$ cat src/rtl/fp_alu_pkg.sv
// Shared FP ALU definitions: field widths, exponent bias, normaliser state
// encoding and the single-precision field packer.
package fp_alu_pkg;

   localparam int EXP_W  = 8;
   localparam int MANT_W = 24;
   localparam int BIAS   = 127;

   typedef enum logic [1:0] {
      ST_IDLE = 2'd0,
      ST_NORM = 2'd1,
      ST_DONE = 2'd2
   } norm_state_e;

   function automatic logic [EXP_W+MANT_W-1:0] pack_fp(
      input logic              sign,
      input logic [EXP_W-1:0]  exp,
      input logic [MANT_W-2:0] frac
   );
      return {sign, exp, frac};
   endfunction

endpackage

$ cat src/rtl/fp_sub_normalize.sv
// Post-subtract normaliser: one left shift per cycle until the hidden bit is set.
// Latency k+2 cycles for k shifts (2..25); start is ignored unless idle, never queued.
module fp_sub_normalize
   import fp_alu_pkg::*;
#(
   parameter int MANT_W = fp_alu_pkg::MANT_W,
   parameter int EXP_W  = fp_alu_pkg::EXP_W
) (
   input  logic                      clk,
   input  logic                      reset,
   input  logic                      start,
   input  logic [MANT_W-1:0]         mant_in,
   input  logic [EXP_W-1:0]          exp_in,
   input  logic                      sign_in,
   output logic                      busy,
   output logic                      done,
   output logic [EXP_W+MANT_W-1:0]   result,
   output logic                      zero,
   output logic                      underflow
);

   norm_state_e               state_q, state_d;
   logic [MANT_W-1:0]         mant_q, mant_d;
   logic [EXP_W-1:0]          exp_q, exp_d;
   logic                      sign_q, sign_d;
   logic                      busy_q, busy_d;
   logic                      done_q, done_d;
   logic [EXP_W+MANT_W-1:0]   result_q, result_d;
   logic                      zero_q, zero_d;
   logic                      uflow_q, uflow_d;

   always_comb begin
      state_d  = state_q;
      mant_d   = mant_q;
      exp_d    = exp_q;
      sign_d   = sign_q;
      zero_d   = zero_q;
      uflow_d  = uflow_q;
      result_d = result_q;

      case (state_q)
         ST_IDLE: begin
            if (start) begin
               mant_d  = mant_in;
               exp_d   = exp_in;
               sign_d  = sign_in;
               zero_d  = 1'b0;
               uflow_d = 1'b0;
               state_d = ST_NORM;
            end
         end
         ST_NORM: begin
            if (mant_q == '0) begin
               exp_d   = '0;
               sign_d  = 1'b0;
               zero_d  = 1'b1;
               state_d = ST_DONE;
            end else if (mant_q[MANT_W-1]) begin
               state_d = ST_DONE;
            end else if (exp_q <= EXP_W'(1)) begin
               // Denormal: exponent field 0 carries the same scale as 1.
               exp_d   = '0;
               uflow_d = 1'b1;
               state_d = ST_DONE;
            end else begin
               mant_d = {mant_q[MANT_W-2:0], 1'b0};
               exp_d  = exp_q - EXP_W'(1);
            end
         end
         ST_DONE: begin
            state_d = ST_IDLE;
         end
         default: begin
            state_d = ST_IDLE;
         end
      endcase

      // Result is captured on the edge entering DONE so it lines up with done.
      if (state_d == ST_DONE) begin
         result_d = pack_fp(sign_d, exp_d, mant_d[MANT_W-2:0]);
      end

      busy_d = (state_d != ST_IDLE);
      done_d = (state_d == ST_DONE);
   end

   always_ff @(posedge clk) begin
      if (reset) begin
         state_q  <= ST_IDLE;
         mant_q   <= '0;
         exp_q    <= '0;
         sign_q   <= 1'b0;
         busy_q   <= 1'b0;
         done_q   <= 1'b0;
         result_q <= '0;
         zero_q   <= 1'b0;
         uflow_q  <= 1'b0;
      end else begin
         state_q  <= state_d;
         mant_q   <= mant_d;
         exp_q    <= exp_d;
         sign_q   <= sign_d;
         busy_q   <= busy_d;
         done_q   <= done_d;
         result_q <= result_d;
         zero_q   <= zero_d;
         uflow_q  <= uflow_d;
      end
   end

   assign busy      = busy_q;
   assign done      = done_q;
   assign result    = result_q;
   assign zero      = zero_q;
   assign underflow = uflow_q;

endmodule

$ cat config.mk
export PLATFORM = sky130hd
export DESIGN_NAME = fp_sub_normalize
export DESIGN_NICKNAME = d
export VERILOG_FILES = /design/src/rtl/fp_alu_pkg.sv /design/src/rtl/fp_sub_normalize.sv
export SDC_FILE = /design/constraint.sdc
export NUM_CORES = 1
export LEC_CHECK = 0
export ABC_CLOCK_PERIOD_IN_PS = 2790
export BUFFER_PORTS_ARGS = -buffer_cell sky130_fd_sc_hd__buf_4
export CORE_MARGIN = 5
export CORE_UTILIZATION = 40
export DETAILED_ROUTE_END_ITERATION = 8
export GPL_ROUTABILITY_DRIVEN = 0
export MAX_ROUTING_LAYER = met4
export PLACE_DENSITY_LB_ADDON = 0.08
export SLEW_MARGIN = 20
export SYNTH_ARGS = -nofsm -noshare
export SYNTH_HDL_FRONTEND = slang
export SYNTH_SLANG_ARGS = --single-unit
export TNS_END_PERCENT = 20
$ cat constraint.sdc
create_clock -name clk -period 2.79 [get_ports clk]
set_input_delay 0.4185 -clock clk [delete_from_list [all_inputs] [get_ports clk]]
set_output_delay 0.4185 -clock clk [all_outputs]
set_load 0.02 [all_outputs]
## After elaboration in Yosys (flattened, before gate mapping)

Index checks and enable logic that the tools add are counted.

| storage, ports and cells | value |
|---|---|
| register bits after elaboration | 71 |
| input bits | 36 |
| output and inout bits | 36 |
| word-level logic and storage cells | 51 |

| operators by class | value |
|---|---|
| add/subtract/negate cells | 1 |
| $lt $le $gt $ge | 1 |
| equality and inequality tests | 7 |
| muxes and demuxes | 25 |
| reductions and logical operators | 7 |

Operator list:

| kind | number |
|---|---|
| $mux 24 | 4 |
| $pmux 24 s2 | 1 |
| $mux 8 | 4 |
| $logic_not 24->1 | 1 |
| $pmux 8 s2 | 1 |
| $ne 2x2->1 const B | 5 |
| $le 8x1->1 const B | 1 |
| $mux 2 | 4 |
| $sub 8x1->8 const B | 1 |
| $mux 1 | 7 |
| $pmux 1 s2 | 3 |
| $reduce_and 3->1 | 2 |
| $reduce_and 5->1 | 1 |
| $pmux 2 s2 | 1 |
| $reduce_bool 2->1 | 2 |
| $eq 2x1->1 const B | 1 |
| $eq 2x2->1 const B | 1 |
| $logic_not 2->1 | 1 |

## Longest topological paths before layout

| depth | value |
|---|---|
| depth in word-level cells | 6 |
| depth in mapped cells | 9 |
| depth with buffers taken out | 7 |

## Least setup slack after synthesis

No wires, ideal clock.

| timing path | value |
|---|---|
| kind | reg-to-reg |
| from | register exp_q[0] |
| to | register mant_q[20] |
| library setup time | 0.071 ns |
| arrival time | 1.993 ns |
| required time | 2.719 ns |
| setup slack | 0.727 ns |
| cell stages (with the launch flop) | 9 |
| path buffers | 1 |
| period minus slack after synthesis | 2.063 ns |
| path through | dfxtp_1 > inv_1 > ha_1 > o21ba_2 > a311oi_2 > a21boi_4 > buf_6 > a222oi_1 > a21oi_1 |

| on the way | value |
|---|---|
| longest elaborated chain between the ends | 5 |

Ends and longest elaborated chain:

| element | RTL line | RTL |
|---|---|---|
| start, declared | fp_sub_normalize.sv:24 | `logic [EXP_W-1:0] exp_q, exp_d;` |
| start signal, assigned | fp_sub_normalize.sv:101 | `exp_q <= exp_d;` |
| $le 8x1->1 | fp_sub_normalize.sv:60 | `end else if (exp_q <= EXP_W'(1)) begin` |
| $mux 24 | fp_sub_normalize.sv:60 |  |
| $mux 24 | fp_sub_normalize.sv:58 | `end else if (mant_q[MANT_W-1]) begin` |
| $mux 24 | fp_sub_normalize.sv:53 | `if (mant_q == '0) begin` |
| $pmux 24 s2 | fp_sub_normalize.sv:41 | `case (state_q)` |
| end signal, assigned | fp_sub_normalize.sv:100 | `mant_q <= mant_d;` |
| end, declared | fp_sub_normalize.sv:23 | `logic [MANT_W-1:0] mant_q, mant_d;` |

No other way between the ends. The select of a mux whose other input is x is not followed.
A chain may end at the register's enable or synchronous reset.

## Worst setup path in the final report

| timing path | value |
|---|---|
| from | register mant_q[23] |
| to | register result_q[26], in the netlist result[26] |

| on the way | value |
|---|---|
| longest elaborated chain between the ends | 4 |
| elaborated cells between the ends (all ways) | 8 |
| those cells by class | 1 x eq/ne; 6 x mux; 1 x reduce/logical |

Ends and longest elaborated chain:

| element | RTL line | RTL |
|---|---|---|
| $logic_not 24->1 / $mux 2 (equally long branches) | fp_sub_normalize.sv:53, fp_sub_normalize.sv:58 |  |
| $mux 2 | fp_sub_normalize.sv:53 |  |
| $pmux 2 s2 | fp_sub_normalize.sv:41 |  |
| $eq 2x2->1 | fp_sub_normalize.sv:79 | `if (state_d == ST_DONE) begin` |
| end signal, assigned | fp_sub_normalize.sv:105 | `result_q <= result_d;` |
| end, declared | fp_sub_normalize.sv:28 | `logic [EXP_W+MANT_W-1:0] result_q, result_d;` |

Parallel ways exist; a longest one is shown, timed or not.

==> impl_metrics.tcl <==
set metrics [dict create \
    slowest_delay_ns 0.47 \
    cp_data_required_time_ns 3.00 \
    num-fill-cells 684 \
    finalCriticalPeriod_ns 2.14 \
    async_flop_share_pct 0 \
    r2r_end "result[26]$_SDFFE_PP0N_" \
    max_freq_ghz 0.466 \
    pwr-share-clk_pct 26.1 \
    p_sw_share_pct 35.1 \
    timing.hold.ws_ns 0.376 \
    pwr-share-seq_pct 39.9 \
    dpl-instance-area_mm2 0.00358 \
    ant_nets 0 \
    final_cell_mix "buf_4, dfxtp_1, a21oi_1, nand2_1, a222oi_1" \
    grt_max_degree 49 \
    syn_to_final_growth_pct 27.7 \
    cts-resized-gates 0 \
    nNetsFinal 439 \
    drv_cap 0 \
    grt_pass1_wl_um 12700 \
    grt.overflow.total 0 \
    power_leakage_nw 1.48 \
    ys_seq_area_share_pct 47.9 \
    crit_fanout 9 \
    drt_pass1_iterations 6 \
    setup_tns_ns 0 \
    clock-sinks 71 \
    drt_iter0_drc 204 \
    cp_slowest_cell "nor4_1" \
    drive_above_1_share_pct 26.8 \
    avgSynthCellArea_um2 8.94 \
    slew_violations 0 \
    r2r_slack_ns 0.65 \
    setup_viol 0 \
    synthCells 332 \
    wl_per_cell_um 15.5 \
    fp.coreArea_mm2 0.00725 \
    h-tree-depth 3 \
    worstMarginPinSlew_ns 0.573 \
    outcome "completed" \
    synth_area_mm2 0.00297 \
    synth_top_area_share_pct 47.9 \
    synth_edf_count 0 \
    synthesis.nets 370 \
    cp_top_family "simple AND/OR/NAND/NOR gates" \
    cp_num_cells 5 \
    dpl.cell_count 489 \
    hold_path_depth 3 \
    instances_no_fill 505 \
    post_drt_via_cell_ratio 5.41 \
    post-route-period-util_pct 76.9 \
    powerDensity_mw_per_mm2 856 \
    cp-end-kind "register" \
    antennaDiodeCount 0 \
    root_buffer "clkbuf_8" \
    yosysTopAreaCell "dfxtp_1" \
    postCtsSetupBuffers 0 \
    vdd_drop_max_uv 316 \
    synth_seq_cells 71 \
    io_pins 72 \
    ys.flop_type "dfxtp_1" \
    reg2reg_from "mant_q[23]$_SDFFE_PP0P_" \
    p_switching_mw 1.14 \
    final_util_pct 52.2 \
    num_rows 31 \
    start_kind "register" \
    cts_hold_buf 0 \
    antenna_found_initial 0 \
    port-buffer-count 71 \
    start_util_pct 40.9 \
    fin_area_mm2 0.00379 \
    insertion_delay_ns 0.34 \
    fp.dieW_um 96.1 \
    p_int_mw 2.10 \
    synth.area.top_cells "dfxtp_1, a21oi_1, a222oi_1" \
    multi_input_area_mm2 0.00140 \
    hp-class "input pin to register" \
    post-dp-hpwl_um 5560 \
    hold_end "sign_q$_SDFF_PP0_" \
    fin_ws_ns 0.645 \
    critical_path_buf_inv_count 0 \
    die_y_um 96.1 \
    regArea_mm2 0.00142 \
    total_power_mw 3.24 \
    synthDistinctLibCells 45 \
    p_comb_share_pct 34.1 \
    min-delay-start "sign_in" \
    die-area_mm2 0.00924 \
    worstRegToRegCells 5 \
    grt_pass1_vias 2652 \
    clock_skew_ns 0.0101 \
    cp.arrival_ns 2.35 \
    final_hold_viol_count 0 \
    routed_wl_um 7820 \
    numCtsBuffers 9 \
    drc_errors 0 \
    vias 2733 \
    grtUsageTotal_pct 18.4 \
    dp_slack_ns 0.632 \
    rsz0062_at_grt "false" \
    worstPathCellList "nor4_1 > and4_1 > a21oi_1 > a222oi_1 > a211oi_1" \
    clock_path_buffers 2 \
    cts.reportedPaths.clkPinSlew_ns 0.07 \
    final_common_cell "buf_4" \
    synth-warning-count 0 \
    maxSlewHeadroom_pct 61.4 \
    crit_type "register to register" \
    cts_tree "yes" \
]
[worst register-to-register path: stages, from the launching register on]
cell and delay, ns:
dfxtp_1 0.40, nor4_1 0.47, and4_1 0.42, a21oi_1 0.20
a222oi_1 0.40, a211oi_1 0.13
[cells in the mapped netlist, types with 2 or more instances]
| master | count |
|---|---|
| mux2i_1 | 2 |
| nand2_1 | 56 |
| a222oi_1 | 24 |
| buf_6 | 5 |
| nand3b_1 | 3 |
| o21ai_0 | 6 |
| inv_1 | 6 |
| a21o_1 | 2 |
| ha_1 | 2 |
| or4_1 | 3 |
| a21oi_1 | 62 |
| xnor2_1 | 3 |
| buf_2 | 2 |
| nand4_1 | 2 |
| nor3_1 | 3 |
| a211oi_1 | 5 |
| xor2_1 | 2 |
| o21bai_1 | 2 |
| nand2b_1 | 4 |
| nor4_1 | 6 |
| clkbuf_1 | 15 |
| a22oi_1 | 3 |
| nor2b_1 | 4 |
| nor2_1 | 19 |
| dfxtp_1 | 71 |
[routing by layer]
metal | GRT usage, % | wire [um]
met1 | 23.2 | 3450
met2 | 28.5 | 3840
met3 | 3.60 | 395
met4 | 8.41 | 132
met5 | - | 0
[worst max-delay path by stage]
stage	start	to	slack, ns
2_1_floorplan	exp_q[0]$_SDFF_PP0_	mant_q[20]$_SDFF_PP0_	0.73
3_3_place_gp	mant_q[23]$_SDFFE_PP0P_	result[26]$_SDFFE_PP0N_	0.66
3_5_place_dp	mant_q[23]$_SDFFE_PP0P_	result[26]$_SDFFE_PP0N_	0.63
4_1_cts	mant_q[23]$_SDFFE_PP0P_	result[26]$_SDFFE_PP0N_	0.62
5_1_grt	mant_q[23]$_SDFFE_PP0P_	mant_q[10]$_SDFF_PP0_	0.41
6_report	mant_q[23]$_SDFFE_PP0P_	result[26]$_SDFFE_PP0N_	0.65
[cells by family (layout without fill, tap and decap cells)]
logic type / Yosys count / in the layout / synth area share, %
AOI/OAI and AO/OA: 114 / 114 / 26.7
and+or+nand+nor: 109 / 109 / 17.4
xor gates and xnor gates: 5 / 5 / 1.48
buffers and inverters: 29 / 103 / 5.02
DFF: 71 / 71 / 47.9
muxes: 2 / 2 / 0.675
adders and majority gates: 2 / 2 / 0.843
[area by class of cell]
cell class              count  share of cell area (%)
repair buffers             81                    16.1
clock inverters             3                    1.06
clock buffers              13                    4.46
multi-input cells         232                    37.0
well taps                  99                    3.27
inverters                   6                   0.595
flip-flops and latches     71                    37.5
[state kept, by name, indices dropped and copies added (netlist names)]
register,cells
state_q,2
sign_q,1
mant_q,24
result,32
busy,1
exp_q,8
zero,1
underflow,1
done,1
[power by group through the flow]
stage,clock network [mW],registers (mW),logic [mW]
2_1_floorplan,0,1.34,0.764
3_3_place_gp,0,1.31,1.10
3_5_place_dp,0,1.31,1.11
4_1_cts,0.876,1.29,1.12
5_1_grt,0.916,1.31,1.23
6_report,0.846,1.29,1.10
No activity file was read; power rests on OpenSTA's default activity.
